[config.mk]
export PLATFORM = sky130hd
export DESIGN_NAME = mac_array_sequencer
export DESIGN_NICKNAME = d
export VERILOG_FILES = /design/src/rtl/mac_array_sequencer_pkg.sv /design/src/rtl/mac_array_sequencer_deser.sv /design/src/rtl/mac_array_sequencer.sv
export SDC_FILE = /design/constraint.sdc
export NUM_CORES = 1
export LEC_CHECK = 0
export BUFFER_PORTS_ARGS = -buffer_cell sky130_fd_sc_hd__buf_4
export CAP_MARGIN = 20
export CELL_PAD_IN_SITES_DETAIL_PLACEMENT = 1
export CELL_PAD_IN_SITES_GLOBAL_PLACEMENT = 1
export CORE_ASPECT_RATIO = 1.25
export CORE_MARGIN = 2
export CORE_UTILIZATION = 34
export CTS_CLUSTER_SIZE = 12
export DETAILED_ROUTE_END_ITERATION = 8
export PLACE_DENSITY_LB_ADDON = 0.2
export REMOVE_ABC_BUFFERS = 1
export SYNTH_ARGS = -nofsm -noshare
export SYNTH_HDL_FRONTEND = slang
export SYNTH_SLANG_ARGS = --single-unit
[constraint.sdc]
create_clock -name clk -period 1.5 [get_ports clk]
set_input_delay 0.3 -clock clk [delete_from_list [all_inputs] [get_ports clk]]
set_output_delay 0.3 -clock clk [all_outputs]
set_load 0.01 [all_outputs]
[src/rtl/mac_array_sequencer_pkg.sv]
// Shared definitions for the MAC-array job sequencer: array op-codes, FSM states
// and the result-width derivation.
package mac_array_sequencer_pkg;

  localparam logic [1:0] OP_LOAD_W = 2'b00;
  localparam logic [1:0] OP_LOAD_A = 2'b01;
  localparam logic [1:0] OP_READ_S = 2'b10;
  localparam logic [1:0] OP_NOP    = 2'b11;

  typedef enum logic [3:0] {
    S_IDLE, S_LOAD_W, S_LOAD_A, S_FLUSH, S_READ,
    S_WAIT, S_CAP2, S_CAP1, S_CAP0, S_RESP
  } state_e;

  // Product width plus adder-tree growth.
  function automatic int sum_w(input int n_mac, input int data_w);
    return 2 * data_w + $clog2(n_mac);
  endfunction

endpackage

[src/rtl/mac_array_sequencer_deser.sv]
// Reassembles the array's three serialised result bytes (MSB first) into the sum.
// The first byte carries only the top SUM_W-16 bits; the rest of it is ignored.
module seq_result_deser #(
  parameter int SUM_W = 19
) (
  input  logic             clk,
  input  logic             rst_n,
  input  logic [7:0]       byte_i,
  input  logic             ld_hi_i,
  input  logic             ld_mid_i,
  input  logic             ld_lo_i,
  output logic [SUM_W-1:0] sum_o
);

  localparam logic [7:0] HI_MASK = 8'((1 << (SUM_W - 16)) - 1);

  logic [SUM_W-1:0] sum_q;

  always_ff @(posedge clk or negedge rst_n) begin
    if (!rst_n) begin
      sum_q <= '0;
    end else begin
      if (ld_hi_i)  sum_q <= SUM_W'({byte_i & HI_MASK, 16'h0000});
      if (ld_mid_i) sum_q[15:8] <= byte_i;
      if (ld_lo_i)  sum_q[7:0]  <= byte_i;
    end
  end

  assign sum_o = sum_q;

endmodule

[src/rtl/mac_array_sequencer.sv]
// Sequences one dot-product job on the MAC array: weight/activation streaming,
// READ_S issue, result capture and a valid/ready result port.
module mac_array_sequencer
  import mac_array_sequencer_pkg::*;
#(
  parameter int N_MAC  = 8,
  parameter int DATA_W = 8,
  parameter int SUM_W  = sum_w(N_MAC, DATA_W)
) (
  input  logic              clk,
  input  logic              rst_n,
  input  logic              cmd_valid,
  output logic              cmd_ready,
  input  logic              cmd_reuse_w,
  input  logic              in_valid,
  output logic              in_ready,
  input  logic [DATA_W-1:0] in_data,
  output logic [1:0]        arr_op,
  output logic [5:0]        arr_addr,
  output logic [DATA_W-1:0] arr_data,
  input  logic [7:0]        arr_rdata,
  output logic              res_valid,
  input  logic              res_ready,
  output logic [SUM_W-1:0]  res_sum,
  output logic              busy
);

  localparam logic [5:0] LAST = 6'(N_MAC - 1);

  state_e            state_q, state_d;
  logic [5:0]        idx_q, idx_d;
  logic              w_loaded_q, w_loaded_d;
  logic [1:0]        arr_op_q, arr_op_d;
  logic [5:0]        arr_addr_q, arr_addr_d;
  logic [DATA_W-1:0] arr_data_q, arr_data_d;
  logic              ld_hi, ld_mid, ld_lo;
  logic              beat;

  assign in_ready = (state_q == S_LOAD_W) || (state_q == S_LOAD_A);
  assign cmd_ready = (state_q == S_IDLE);
  assign busy      = (state_q != S_IDLE);
  assign res_valid = (state_q == S_RESP);
  assign beat      = in_valid & in_ready;

  always_ff @(posedge clk or negedge rst_n) begin
    if (!rst_n) begin
      state_q    <= S_IDLE;
      idx_q      <= '0;
      w_loaded_q <= 1'b0;
      arr_op_q   <= OP_NOP;
      arr_addr_q <= '0;
      arr_data_q <= '0;
    end else begin
      state_q    <= state_d;
      idx_q      <= idx_d;
      w_loaded_q <= w_loaded_d;
      arr_op_q   <= arr_op_d;
      arr_addr_q <= arr_addr_d;
      arr_data_q <= arr_data_d;
    end
  end

  always_comb begin
    state_d    = state_q;
    idx_d      = idx_q;
    w_loaded_d = w_loaded_q;
    arr_op_d   = OP_NOP;
    arr_addr_d = arr_addr_q;
    arr_data_d = arr_data_q;
    ld_hi      = 1'b0;
    ld_mid     = 1'b0;
    ld_lo      = 1'b0;
    case (state_q)
      S_IDLE: begin
        // Reuse is only honoured once a full weight set has landed in the array.
        if (cmd_valid) state_d = (cmd_reuse_w && w_loaded_q) ? S_LOAD_A : S_LOAD_W;
      end
      S_LOAD_W, S_LOAD_A: begin
        if (beat) begin
          arr_op_d   = (state_q == S_LOAD_W) ? OP_LOAD_W : OP_LOAD_A;
          arr_addr_d = idx_q;
          arr_data_d = in_data;
          if (idx_q == LAST) begin
            idx_d = '0;
            if (state_q == S_LOAD_W) begin
              w_loaded_d = 1'b1;
              state_d    = S_LOAD_A;
            end else begin
              state_d = S_FLUSH;
            end
          end else begin
            idx_d = idx_q + 6'd1;
          end
        end
      end
      S_FLUSH: begin
        arr_op_d = OP_READ_S;
        state_d  = S_READ;
      end
      S_READ: state_d = S_WAIT;
      S_WAIT: state_d = S_CAP2;
      S_CAP2: begin
        ld_hi   = 1'b1;
        state_d = S_CAP1;
      end
      S_CAP1: begin
        ld_mid  = 1'b1;
        state_d = S_CAP0;
      end
      S_CAP0: begin
        ld_lo   = 1'b1;
        state_d = S_RESP;
      end
      S_RESP: begin
        if (res_ready) state_d = S_IDLE;
      end
      default: state_d = S_IDLE;
    endcase
  end

  seq_result_deser #(.SUM_W(SUM_W)) u_deser (
    .clk      (clk),
    .rst_n    (rst_n),
    .byte_i   (arr_rdata),
    .ld_hi_i  (ld_hi),
    .ld_mid_i (ld_mid),
    .ld_lo_i  (ld_lo),
    .sum_o    (res_sum)
  );

  assign arr_op   = arr_op_q;
  assign arr_addr = arr_addr_q;
  assign arr_data = arr_data_q;

endmodule

==> After elaboration in Yosys (flattened, before gate mapping) <==
Cells that the tools add are included.
{ "totals": {"ff_bits": 46, "in_bits": 22, "output_inout_bits": 39} }
{ "op_classes": {"bitwise": 1, "n_addsub": 1, "muxes": 17, "n_reduce_logical": 10, "n_eq_ne": 14} }
{ "op_table": {"columns": ["cell", "n"], "rows": [
  ["one-hot mux 4 bit (9 select lines)", 1],
  ["equality test 4 x 3 -> 1 bit, second input constant", 4],
  ["2-to-1 mux 16 bit", 1],
  ["2-to-1 mux 4 bit", 4],
  ["2-to-1 mux 8 bit", 2],
  ["equality test 4 x 2 -> 1 bit, second input constant", 2],
  ["equality test 4 bit, second input constant", 2],
  ["AND reduction 4 bit", 2],
  ["adder 6 x 1 -> 6 bit, second input constant", 1],
  ["equality test 6 x 3 -> 1 bit, second input constant", 1],
  ["2-to-1 mux 6 bit", 1],
  ["!= test 2 bit, second input constant", 3],
  ["2-to-1 mux 1 bit", 5],
  ["equality test 4 x 1 -> 1 bit, second input constant", 1],
  ["zero test 4 bit", 1],
  ["2-to-1 mux 2 bit", 2],
  ["one-hot mux 2 bit (2 select lines)", 1],
  ["nonzero test 2 bit", 2],
  ["nonzero test 4 bit", 1],
  ["!= test 2 x 1 -> 1 bit, second input constant", 1],
  ["AND reduction 2 bit", 1],
  ["OR reduction 2 bit", 1],
  ["bitwise AND 1 bit", 1],
  ["logical AND 1 bit", 1],
  ["logical OR 1 bit", 1]
]} }

==> Logic depth before layout (Yosys ltp) <==
{ "logic_depth": {"ltp_word": 5, "depth_mapped": 7} }

==> Hierarchy <==
Synthesis repeated with hierarchy kept, for this count alone.
{ "hier_totals": {"cells_unflattened": 139, "area_unflattened_um2": 1951.9} }
{ "modules_own_cells": {"columns": ["mod", "cells_per_inst", "instances", "area_each_um2", "seq_area_each_um2"], "rows": [
  ["mac_array_sequencer", 97, 1, 1270.0, 678.2],
  ["seq_result_deser", 42, 1, 681.9, 475.5]
]} }

==> Least setup slack after synthesis <==
No wires, ideal clock.
{ "synth_timing": {"path_type": "flip-flop to flip-flop", "startpoint": "register state_q[1]", "endpoint": "register arr_addr_q[0] (netlist: arr_addr[0])", "n_path_buf": 2, "t_required_ns": 1.375, "path_stages_with_launch": 7, "synth_period_minus_slack_ns": 1.557, "slack_ns": -0.057, "arrival_time_ns": 1.432, "path_cell_list": "dfrtp_1 buf_4 xor2_2 and3_1 inv_2 buf_2 mux2_2"} }
{ "synth_via": {"elab_chain_cells": 4, "word_cells_on_any_way": 6} }
{ "synth_lines": {"columns": ["element", "line", "source"], "rows": [
  ["from (decl)", "mac_array_sequencer.sv:30", "state_e state_q, state_d;"],
  ["from (signal assigned)", "mac_array_sequencer.sv:54", "state_q <= state_d;"],
  ["equality test 4 x 1 -> 1 bit / equality test 4 x 2 -> 1 bit (equally long branches)", "mac_array_sequencer.sv:39, mac_array_sequencer.sv:73", null],
  ["logical OR 1 bit", "mac_array_sequencer.sv:39", "assign in_ready = (state_q == S_LOAD_W) || (state_q == S_LOAD_A);"],
  ["bitwise AND 1 bit", "mac_array_sequencer.sv:43", "assign beat = in_valid & in_ready;"],
  ["AND reduction 2 bit (no line) (*)", null, null],
  ["to (signal assigned)", "mac_array_sequencer.sv:58", "arr_addr_q <= arr_addr_d;"],
  ["to (decl)", "mac_array_sequencer.sv:34", "logic [5:0] arr_addr_q, arr_addr_d;"]
]} }
Every way passes the cells marked *; elsewhere a longest branch is shown, timed or not.
A chain may end at the register's enable or synchronous reset.

==> Worst setup path after layout <==
{ "layout_timing": {"startpoint": "register state_q[3]", "endpoint": "output in_ready"} }
{ "layout_via": {"elab_chain_cells": 2, "word_cells_on_any_way": 3} }
{ "layout_lines": {"columns": ["element", "line", "source"], "rows": [
  ["equality test 4 x 1 -> 1 bit / equality test 4 x 2 -> 1 bit (equally long branches)", "mac_array_sequencer.sv:39", null],
  ["logical OR 1 bit (*)", "mac_array_sequencer.sv:39", null],
  ["to (decl)", "mac_array_sequencer.sv:16", "output logic in_ready,"]
]} }
Marked as above.

==> run summary <==
status: finished, violations left
violated checks: hold timing, setup timing
initial antenna violation count: 0
via count: 1765
ANT cells: 0
Synth area leader: dfrtp_1
top post-synthesis cells by area: dfrtp_1 (56%), nand2_1 (7.1%), mux2_2 (5.7%)
CP max stage delay: 440 ps
largest net degree at the start of global routing: 47
core area: 0.00552 mm²
fin nets: 300
Fin. Hold Viols: 13
CTS tree: built
PwrDens: 2230 mW/mm²
Slew headroom: 60.4%
Hold Crit Class: in2async
Cells after Synth: 183
Cell Rows: 30
height of the chip: 89.0 µm
Post-Place Cells: 321
Slew Viols, Final: 0
iteration count of the initial detailed-routing pass: 4
Max VDD drop: 0.000850 V
worst slack, placed: -33.3 ps
critical path class: reg2out
clock latency at the later pin of the worst-skew pair: 310 ps
Final Cell Area: 0.00310 mm²
WP data arrival: 1320 ps
Initial Util: 35.6%
Hold Buf Count CTS: 0
most used cell, CP: buf_6
Worst Skew: 10.3 ps
Avg Inst Size Synth: 10.7 µm²
Worst-path clk slew: 80 ps
share of cells above drive strength 1: 53.6%
number of global-route vias before repair: 1802
detailed placer's ending HPWL: 3.69 mm
final setup fails: 13
total grt overflow: 0
CP max stage cell: dfrtp_1
clock period minus worst slack: 1620 ps
count of different cell masters after synthesis: 37
Util after Layout: 56.2%
CTS Root Cell: clkbuf_8
Worst Setup Start Kind: flip-flop
part of the power in combinational logic: 58.4%
register area share after synthesis: 58.7%
total power draw: 6.91 mW
Remaining DRCs: 0
Yosys top cell area share: 56.1%
1st-iter DRT viols: 47
die area: 0.00641 mm²
YS warnings: 0
Die Width: 72.0 µm
first-pass GRT wire length: 8.79 mm
post-route ant nets: 0
achievable frequency: 617 MHz
I/O Pins: 61
Final GP Congestion: 0.754
crit path cell chain: nor2_4, buf_6, nand2_4, buf_6, inv_2, buf_6
RSZ-0062 raised after global routing: yes
synthesis-stage register bit count: 46
final cell count without fillers: 342
Psw: 2.66 mW
worst endpoint required time: 1200 ps
Post-Syn Area: 0.00196 mm²
Pint: 4.24 mW
reg2reg path depth: 7
overall routed net length: 5.65 mm
Pleak: 1.57 nW
max_cap viols: 0
clock sink count: 46
Layout area overhead: 57.8%
worst-margin pin slew: 594 ps
vias per cell: 5.16
Worst setup EP type: output pin
Net Sw Frac: 38.5%
Final period util: 108%
H-tree depth: 2
Placement Cell Area: 0.00264 mm²
total track usage: 17.6%
hold_ws: -11.6 ps
sequential group share of total power: 30.6%
average wire per standard cell: 16.5 µm
cts bufs inserted: 5
worst-path maximum fanout: 4
Port-buffer cells: 60
clock power share: 11.0%
setup_tns: -681 ps
maximum buffer depth of the clock tree: 2
PnR worst setup slack: -121 ps
[flip-flops by register name (all words and copies together) (netlist names)]
signal and count:
state_q 4, arr_data 8, u_deser.sum_o 19, w_loaded_q 1, arr_op 2, idx_q 6, arr_addr 6
[cells in the final DEF, fill, tap and decap left out, types with 4 or more instances in the layout]
master    count
a21oi_1       9
a22o_1        8
buf_4        79
buf_6        11
clkbuf_8      5
dfrtp_1      43
mux2_2        6
mux2_4        4
nand2_1      28
nand2_2       7
nor2_1       10
o22ai_1       7
[repair_timing]
| item | CTS | global route |
|---|---|---|
| endpoints found under the setup margin | 15 | 25 |
| gates cloned | 0 | 2 |
| buffers inserted | 2 | 10 |
| gates resized for setup | 19 | 49 |
| pin swaps | 1 | 20 |
[logic make-up (layout without fill, tap and decap cells)]
| group | Yosys count | after routing | synth area share, % |
|---|---|---|---|
| AOI/OAI and AO/OA | 36 | 36 | 12.1 |
| xor gates and xnor gates | 5 | 5 | 2.61 |
| adders and majority gates | 1 | 1 | 0.637 |
| buffers and inverters | 15 | 110 | 3.44 |
| DFF | 46 | 46 | 58.7 |
| muxes | 10 | 10 | 5.73 |
| and+or+nand+nor | 70 | 70 | 16.8 |
[critical path, delay by kind of cell (launching register included)]
family        cells  cell delay [ps]
flops             1              440
buf+inv           4              380
simple gates      2              200
[path summary, 6_finish.rpt]
check                             from           to  slack (ps)
setup / recovery            state_q[3]     in_ready        -120
hold / removal                   rst_n   w_loaded_q         -10
setup reg to reg            state_q[3]   state_q[1]        -120
hold reg to reg            arr_data[2]  arr_data[2]         480
max in group asynchronous        rst_n   state_q[2]        1060
min in group clk            in_data[6]  arr_data[6]         180
[power by group through the flow]
stage | sequential (mW) | combinational [mW] | clock, mW
3_3_place_gp | 2.07 | 2.94 | 0
5_1_grt | 2.17 | 4.38 | 0.857
6_report | 2.11 | 4.03 | 0.763
3_5_place_dp | 2.09 | 3.01 | 0
2_1_floorplan | 2.32 | 1.19 | 0
4_1_cts | 2.07 | 3.28 | 0.800
[layout make-up]
cell class	instances	area (µm²)
well taps	64	80.1
clock inverters	3	21.3
inverters	6	37.5
multi-input cells	122	921
clock buffers	5	68.8
flip-flops and latches	46	1150
fillers	608	2420
repair buffers	96	817
[cells in the mapped netlist, drive strengths merged]
master,instances
dfrtp,44
nand2,37
nor2,13
a21oi,10
mux2,10
a22o,8
buf,8
o22ai,8
inv,6
nor3,5
o21ai,5
nor4,3
xnor2,3
a41o,2
dfstp,2
nand2b,2
nor2b,2
xor2,2
a21o,1
and3,1
and3b,1
and4,1
clkbuf,1
ha,1
nand3,1
nand4,1
nor3b,1
o211ai,1
o31ai,1
or3,1
or4,1
[routing by layer]
| layer | vias to the layer above | global-route usage [%] | share of wire (%) |
|---|---|---|---|
| li1 | 817 | - | - |
| met5 | - | 0 | 0 |
| met1 | 879 | 20.2 | 39 |
| met4 | 0 | 7.38 | 1.8 |
| met2 | 59 | 31.2 | 54 |
| met3 | 10 | 4.62 | 5.3 |
Power figures use the tool's default switching activity.
